## src/rtl/symbol_sequencer.sv

```systemverilog
// symbol_sequencer: plays a rewritable table of 2-bit symbols, each held HOLD cycles, with start/done handshake.
// Optional SEQ_LOOP_EN adds a loop input that wraps playback back to entry 0 without a gap.
module symbol_sequencer #(
    parameter int NSYM = 9,
    parameter int AW   = 4,
    parameter int HOLD = 2
) (
    input  logic          clk,
    input  logic          reset,
`ifdef SEQ_LOOP_EN
    input  logic          loop,
`endif
    input  logic          start,
    input  logic [AW-1:0] len,
    input  logic          wr_en,
    input  logic [AW-1:0] wr_addr,
    input  logic [1:0]    wr_data,
    output logic [1:0]    a,
    output logic          a_valid,
    output logic          busy,
    output logic          done
);
    localparam int HW = HOLD > 1 ? $clog2(HOLD) : 1;
    localparam int NDEF = NSYM < 9 ? NSYM : 9;
    localparam logic [AW:0] NSYM_W = (AW+1)'(NSYM);
    localparam logic [HW-1:0] HOLD_LAST = HW'(HOLD - 1);
    localparam logic [17:0] DEF = {2'd3, 2'd3, 2'd0, 2'd2, 2'd1, 2'd2, 2'd2, 2'd1, 2'd1};

    typedef enum logic [1:0] {IDLE, PLAY, DONE} state_t;

    state_t        state, state_n;
    logic [1:0]    tbl [NSYM];
    logic [AW-1:0] idx, idx_n, nxt;
    logic [AW:0]   len_q, len_n, len_c;
    logic [HW-1:0] hold_cnt, hold_n;
    logic [1:0]    a_n;
    logic          a_valid_n, busy_n, done_n, wr_ok, loop_on, last_sym;

`ifdef SEQ_LOOP_EN
    assign loop_on = loop;
`else
    assign loop_on = 1'b0;
`endif

    assign wr_ok    = wr_en && state != PLAY && {1'b0, wr_addr} < NSYM_W;
    assign len_c    = {1'b0, len} > NSYM_W ? NSYM_W : {1'b0, len};
    assign last_sym = {1'b0, idx} == len_q - (AW+1)'(1);
    assign nxt      = last_sym ? '0 : idx + AW'(1);

    always_comb begin
        state_n   = state;
        idx_n     = idx;
        hold_n    = hold_cnt;
        len_n     = len_q;
        a_n       = a;
        a_valid_n = a_valid;
        busy_n    = busy;
        done_n    = 1'b0;
        case (state)
            IDLE: if (start) begin
                len_n  = len_c;
                idx_n  = '0;
                hold_n = '0;
                if (len_c == '0) begin
                    state_n = DONE;
                    done_n  = 1'b1;
                end else begin
                    // a same-edge write to entry 0 must be seen by the first symbol
                    state_n   = PLAY;
                    a_n       = (wr_ok && wr_addr == '0) ? wr_data : tbl[0];
                    a_valid_n = 1'b1;
                    busy_n    = 1'b1;
                end
            end
            PLAY: if (hold_cnt != HOLD_LAST) begin
                hold_n = hold_cnt + HW'(1);
            end else begin
                hold_n = '0;
                if (last_sym && !loop_on) begin
                    state_n   = DONE;
                    a_n       = 2'd0;
                    a_valid_n = 1'b0;
                    busy_n    = 1'b0;
                    done_n    = 1'b1;
                end else begin
                    idx_n = nxt;
                    a_n   = tbl[nxt];
                end
            end
            DONE:    state_n = IDLE;
            default: state_n = IDLE;
        endcase
    end

    always_ff @(posedge clk or negedge reset) begin
        if (!reset) begin
            state    <= IDLE;
            idx      <= '0;
            hold_cnt <= '0;
            len_q    <= '0;
            a        <= 2'd0;
            a_valid  <= 1'b0;
            busy     <= 1'b0;
            done     <= 1'b0;
        end else begin
            state    <= state_n;
            idx      <= idx_n;
            hold_cnt <= hold_n;
            len_q    <= len_n;
            a        <= a_n;
            a_valid  <= a_valid_n;
            busy     <= busy_n;
            done     <= done_n;
        end
    end

    always_ff @(posedge clk or negedge reset) begin
        if (!reset) begin
            for (int i = 0; i < NSYM; i++) tbl[i] <= 2'd0;
            for (int i = 0; i < NDEF; i++) tbl[i] <= DEF[2*i +: 2];
        end else if (wr_ok) begin
            tbl[wr_addr] <= wr_data;
        end
    end
endmodule

```

## config.mk

```make
export PLATFORM = sky130hd
export DESIGN_NAME = symbol_sequencer
export DESIGN_NICKNAME = d
export VERILOG_FILES = /design/src/rtl/symbol_sequencer.sv
export SDC_FILE = /design/constraint.sdc
export NUM_CORES = 1
export LEC_CHECK = 0
export BUFFER_PORTS_ARGS = -buffer_cell sky130_fd_sc_hd__buf_2
export CORE_MARGIN = 2
export CORE_UTILIZATION = 40
export CTS_CLUSTER_DIAMETER = 100
export DETAILED_ROUTE_END_ITERATION = 16
export GPL_ROUTABILITY_DRIVEN = 0
export HOLD_SLACK_MARGIN = 0.15
export SYNTH_ARGS = -nofsm -noshare
export SYNTH_HDL_FRONTEND = slang
export SYNTH_SLANG_ARGS = --single-unit
export TNS_END_PERCENT = 100
```

## constraint.sdc

```tcl
create_clock -name clk -period 2.4 [get_ports clk]
set_input_delay 0.12 -clock clk [delete_from_list [all_inputs] [get_ports clk]]
set_output_delay 0.12 -clock clk [all_outputs]
set_load 0.01 [all_outputs]
```

## Word level (Yosys, flattened, before mapping)

Index checks and enable logic that the tools add are counted.

- Register bits after elaboration: 34
- Output and inout port bits: 5
- Input bits: 14

- Bitwise logic cells: 2
- Eq/ne operators: 8
- $lt $le $gt $ge: 5
- Reductions and logical operators: 14
- Add/subtract/negate cells: 3
- Mux-type cells: 36

Operators with widths:

| operator | number |
|---|---|
| two-way mux 2 bit | 12 |
| two-way mux 4 bit | 5 |
| bitwise mux 18 bit | 1 |
| greater-or-equal comparator 5 bit, second input constant | 2 |
| two-way mux 1 bit | 10 |
| inequality test 2 bit, second input constant | 5 |
| NOT 4 -> 5 bit | 2 |
| binary-select mux 2 bit (select 4 bit) | 1 |
| demux 2 bit (select 4 bit) | 1 |
| case mux 2 bit (2 select lines) | 2 |
| case mux 4 bit (2 select lines) | 1 |
| AND reduction 4 bit | 2 |
| case mux 1 bit (2 select lines) | 3 |
| equality test 4 x 5 -> 1 bit | 1 |
| zero test 5 bit | 1 |
| < comparator 5 x 1 -> 1 bit, second input constant | 1 |
| AND reduction 5 bit | 1 |
| subtractor 5 x 1 -> 5 bit, second input constant | 1 |
| adder 4 x 1 -> 4 bit, second input constant | 1 |
| greater-than comparator 4 bit, second input constant | 1 |
| logical AND 1 bit | 4 |
| zero test 4 bit | 1 |
| < comparator 4 bit, second input constant | 1 |
| AND reduction 2 bit | 2 |
| other kinds (6) | 6 |

## Longest topological paths before layout

- Depth after elaboration: 10
- Depth in mapped cells: 9

## Worst setup path before layout

Ideal clock, no wire load.

- Path kind: register to register
- Start: reg len_q[0]
- End: reg a[0]
- Setup slack: 0.370 ns
- Arrival time: 1.901 ns
- Library setup time: 0.129 ns
- Period minus slack after synthesis: 2.030 ns
- Cell stages (with the launch flop): 10
- Cell sequence: dfrtp_1 -> inv_1 -> ha_1 -> xor2_1 -> o311ai_1 -> or3_1 -> buf_6 -> a21oi_1 -> a21boi_0 -> a31oi_1

- Cells in the longest elaborated chain, start to end: 10

Ends and longest elaborated chain:

| what | RTL line | source |
|---|---|---|
| start, declared | 34 | `logic [AW:0] len_q, len_n, len_c;` |
| start signal, assigned | 109 | `len_q <= len_n;` |
| subtractor 5 x 1 -> 5 bit (*) | 47 | `assign last_sym = {1'b0, idx} == len_q - (AW+1)'(1);` |
| equality test 4 x 5 -> 1 bit (*) | 47 |  |
| two-way mux 4 bit | 48 | `assign nxt = last_sym ? '0 : idx + AW'(1);` |
| NOT 4 -> 5 bit (not written as such) | 87 | `a_n = tbl[nxt];` |
| binary-select mux 2 bit (select 4 bit) | 87 |  |
| two-way mux 2 bit (not written as such) (2 in a row) | 87 |  |
| two-way mux 2 bit (*) | 79 | `if (last_sym && !loop_on) begin` |
| two-way mux 2 bit (*) | 75 | `PLAY: if (hold_cnt != HOLD_LAST) begin` |
| case mux 2 bit (2 select lines) (*) | 59 | `case (state)` |
| end signal, assigned | 110 | `a <= a_n;` |
| end, declared | 18 | `output logic [1:0] a,` |

Every way passes the cells marked *; elsewhere a longest branch is shown, timed or not. The select of a mux whose other input is x is not followed.
A chain may end at the register's enable or synchronous reset.

## Worst setup path in the final report

Same ends and word-level chain as after synthesis.

==> results.json <==
{
  "synth_ff_type": "sky130_fd_sc_hd__dfrtp_1",
  "syn2layout_area_growth_pct": 17.76,
  "maxSlewHeadroom": 0.5071,
  "ys_seq_area_frac": 0.4558,
  "pin_count": 19,
  "whs_path_depth": 3,
  "worst_skew_pair.late_latency_ns": 0.29,
  "portBuffers": 18,
  "die-area_mm2": 0.005157,
  "power.density_mw_per_mm2": 1443,
  "chipWidth_um": 71.81,
  "final_hold_viol_count": 0,
  "outcome": "completed",
  "firstDrtPassIters": 4,
  "tritoncts": "built",
  "crit_buf_inv": 1,
  "gr-usage-all-layers": 0.1794,
  "static-leakage-power_nw": 0.9593,
  "numCtsBuffers": 5,
  "setup_viol": 0,
  "grt.met3_usage": 0.04079,
  "clock_skew_ns": 0.008403,
  "end_kind": "register",
  "worstSetupPathType": "reg2reg",
  "cts_num_sinks": 33,
  "clockBufferDepth": 2,
  "drt-total-wl_mm": 4.173,
  "worst_pin_slew_ns": 0.7394,
  "drt_drc_violations_left": 0,
  "mostFrequentLayoutCells": "23 x sky130_fd_sc_hd__dfrtp_1, 18 x sky130_fd_sc_hd__mux2_2, 18 x sky130_fd_sc_hd__buf_2, 17 x sky130_fd_sc_hd__nand2_1, 11 x sky130_fd_sc_hd__o21ai_0",
  "layout_min_cycle_time_ns": 2.242,
  "achievable-frequency_mhz": 445.9,
  "initialDrtViolationCount": 92,
  "avgRoutedWirePerCell_um": 16.11,
  "dr_total_vias": 1446,
  "core-area_mm2": 0.004384,
  "cp_data_required_time_ns": 2.57,
  "slowest_cell_delay_on_critical_path_ns": 0.42,
  "worst_path_max_delay_cell": "sky130_fd_sc_hd__or3_4",
  "first_global_vias": 1558,
  "multiInputGateArea_um2": 942.2,
  "worstPathArrival_ns": 2.41,
  "number_of_enable_type_register_cells_in_the_synthesized_netlist": 0,
  "fin_setup_tns_ns": 0,
  "instances_no_fill": 259,
  "grt_max_degree": 34,
  "critical_path_depth": 8,
  "final.fill_count": 435,
  "yosysWarnings": 0,
  "placed_cells_incl_taps": 246,
  "vdd_drop_max_v": 0.0004651,
  "critPathLaunchType": "register",
  "yosys_register_bits": 33,
  "drt-vias-per-instance": 5.583,
  "antenna_found_initial": 0,
  "die_h_um": 71.81,
  "instance_count_of_the_mapped_netlist": 177,
  "drive_above_1_share": 0.2995,
  "worst_path_dominant_cell_family": "compound AO/OA/AOI/OAI gates",
  "post-route-period-util": 0.9344,
  "placement_rows": 24,
  "syn-cell-area_mm2": 0.001839,
  "initial_utilization": 0.4195,
  "grt_first_pass_wirelength_mm": 7.038,
  "grt-ovfl-total": 0,
  "cts.htree.levels": 2,
  "async_reset_ff_frac": 1.000,
  "final_antenna_net_count": 0,
  "rsz0062_at_grt": "no",
  "report.final.slew_viol_count": 0,
  "clk_pin_slew_ns": 0.07,
  "worstRegToRegCells": 8,
  "groute.layer.met2.usage": 0.3148,
  "n_antenna_cell": 0,
  "top_usage_layer": "met2",
  "postSynthNetCount": 193,
  "post_synth_num_cell_types": 47,
  "timing.critical_path.cells": "inv_1 > ha_1 > xor2_1 > o311ai_1 > or3_4 > a21oi_1 > a21boi_0 > a31oi_1",
  "met1_usage": 0.2038,
  "hold_path.class": "in2reg",
  "critical_path_peak_fanout": 10,
  "layout.nets": 222,
  "leading_cell_type_in_the_layout_fill_and_taps_excluded": "sky130_fd_sc_hd__dfrtp_1",
  "ctsRootBufferMaster": "sky130_fd_sc_hd__clkbuf_8",
  "seq_area_um2": 838.3,
  "post_cts.repair.setup_buffers": 0,
  "max_cap_violations": 0,
  "synth_area_per_cell_um2": 10.39,
  "dpl.hpwl_mm": 3.096
}
## Yosys cell counts, types with 2 or more instances
cell type | n | area [um2]
sky130_fd_sc_hd__and2_1 | 2 | 12.51
sky130_fd_sc_hd__nand2b_1 | 3 | 18.77
sky130_fd_sc_hd__clkbuf_1 | 3 | 11.26
sky130_fd_sc_hd__nor2b_1 | 3 | 18.77
sky130_fd_sc_hd__xor2_1 | 3 | 26.28
sky130_fd_sc_hd__mux2_2 | 18 | 202.7
sky130_fd_sc_hd__mux2i_1 | 5 | 50.05
sky130_fd_sc_hd__nand3_1 | 4 | 20.02
sky130_fd_sc_hd__a21oi_1 | 8 | 40.04
sky130_fd_sc_hd__o21ai_0 | 12 | 60.06
sky130_fd_sc_hd__nor4b_1 | 2 | 17.52
sky130_fd_sc_hd__a211oi_1 | 2 | 15.01
sky130_fd_sc_hd__xnor2_1 | 4 | 35.03
sky130_fd_sc_hd__ha_1 | 2 | 25.02
sky130_fd_sc_hd__nor3_1 | 6 | 30.03
sky130_fd_sc_hd__dfrtp_1 | 23 | 575.6
sky130_fd_sc_hd__nand3b_1 | 4 | 30.03
sky130_fd_sc_hd__dfstp_2 | 10 | 262.8
sky130_fd_sc_hd__nor4_1 | 2 | 12.51
sky130_fd_sc_hd__nor2_1 | 6 | 22.52
sky130_fd_sc_hd__inv_1 | 9 | 33.78
sky130_fd_sc_hd__a31oi_1 | 3 | 18.77
sky130_fd_sc_hd__nand2_1 | 17 | 63.81
sky130_fd_sc_hd__o22ai_1 | 3 | 18.77
## worst paths after layout
| check | slack (ns) | from | end |
|---|---|---|---|
| setup / recovery | 0.16 | len_q[0] | a[0] |
| hold / removal | 0.18 | start | state[1] |
| setup reg to reg | 0.16 | len_q[0] | a[0] |
| hold reg to reg | 0.51 | tbl[15] | tbl[15] |
| max in group asynchronous | 1.50 | reset | tbl[6] |
| min in group asynchronous | 0.43 | reset | len_q[2] |
## report_power, final
group          switching (mW)  internal, mW
logic                   0.834         0.705
registers               0.198         0.853
clock network           0.197         0.338
total                    1.23          1.90
## state kept, by name, summed over array words and instances (netlist names)
register and flops:
a 2, busy 1, done 1, hold_cnt 1, idx 4, len_q 4
state 2, tbl 18
## repair_timing
| item | in CTS | in global routing |
|---|---|---|
| resized for setup | 0 | 2 |
| hold buffers | 5 | 0 |
| endpoints found under the setup margin | 0 | 5 |
| endpoints found under the hold margin | 27 | 0 |
## metrics by stage
step | cell area [um2] | setup slack, ns | hold slack [ns] | util | total power [mW]
floorplan | 1839 | 0.3696 | -0.1756 | - | 2.167
global route | 2166 | 0.02062 | 0.1849 | 0.4940 | 3.359
global placement | 1994 | 0.2489 | 0.2204 | 0.4549 | 2.501
CTS | 2161 | 0.06465 | 0.1754 | 0.4929 | 3.123
finish | 2166 | 0.1575 | 0.1786 | 0.4940 | 3.125
detailed placement | 1994 | 0.09840 | 0.2299 | 0.4549 | 2.559
## metal layers
metal	share of wire	wire [um]	up-vias
met5	0	0	-
met1	0.45	1859	707
met2	0.50	2092	28
met4	0.021	89	0
li1	-	-	700
met3	0.031	131	11
## cell type report
cell class,count,share of cell area
timing repair buffer,27,0.07857
multi-input combinational,130,0.4350
clock buffer,7,0.03986
sequential,33,0.3871
tap,52,0.03004
inverter,9,0.01560
clock inverter,1,0.01386
## logic make-up (layout without fill, tap and decap cells)
| group | after synthesis | in the layout | share of synthesized area |
|---|---|---|---|
| mux | 23 | 23 | 0.1374 |
| simple gates | 54 | 54 | 0.1531 |
| compound gates | 43 | 43 | 0.1599 |
| xor+xnor | 8 | 8 | 0.04558 |
| fa+ha+maj | 2 | 2 | 0.01360 |
| flops | 33 | 33 | 0.4558 |
| buf+inv | 14 | 44 | 0.03469 |
## worst min-delay path: cells and delay by family
| family | cells | cell delay [ns] |
|---|---|---|
| AOI/OAI and AO/OA | 1 | 0.08 |
| and+or+nand+nor | 1 | 0.12 |
| buffers and inverters | 1 | 0.11 |
(Power assumes the default switching activity.)
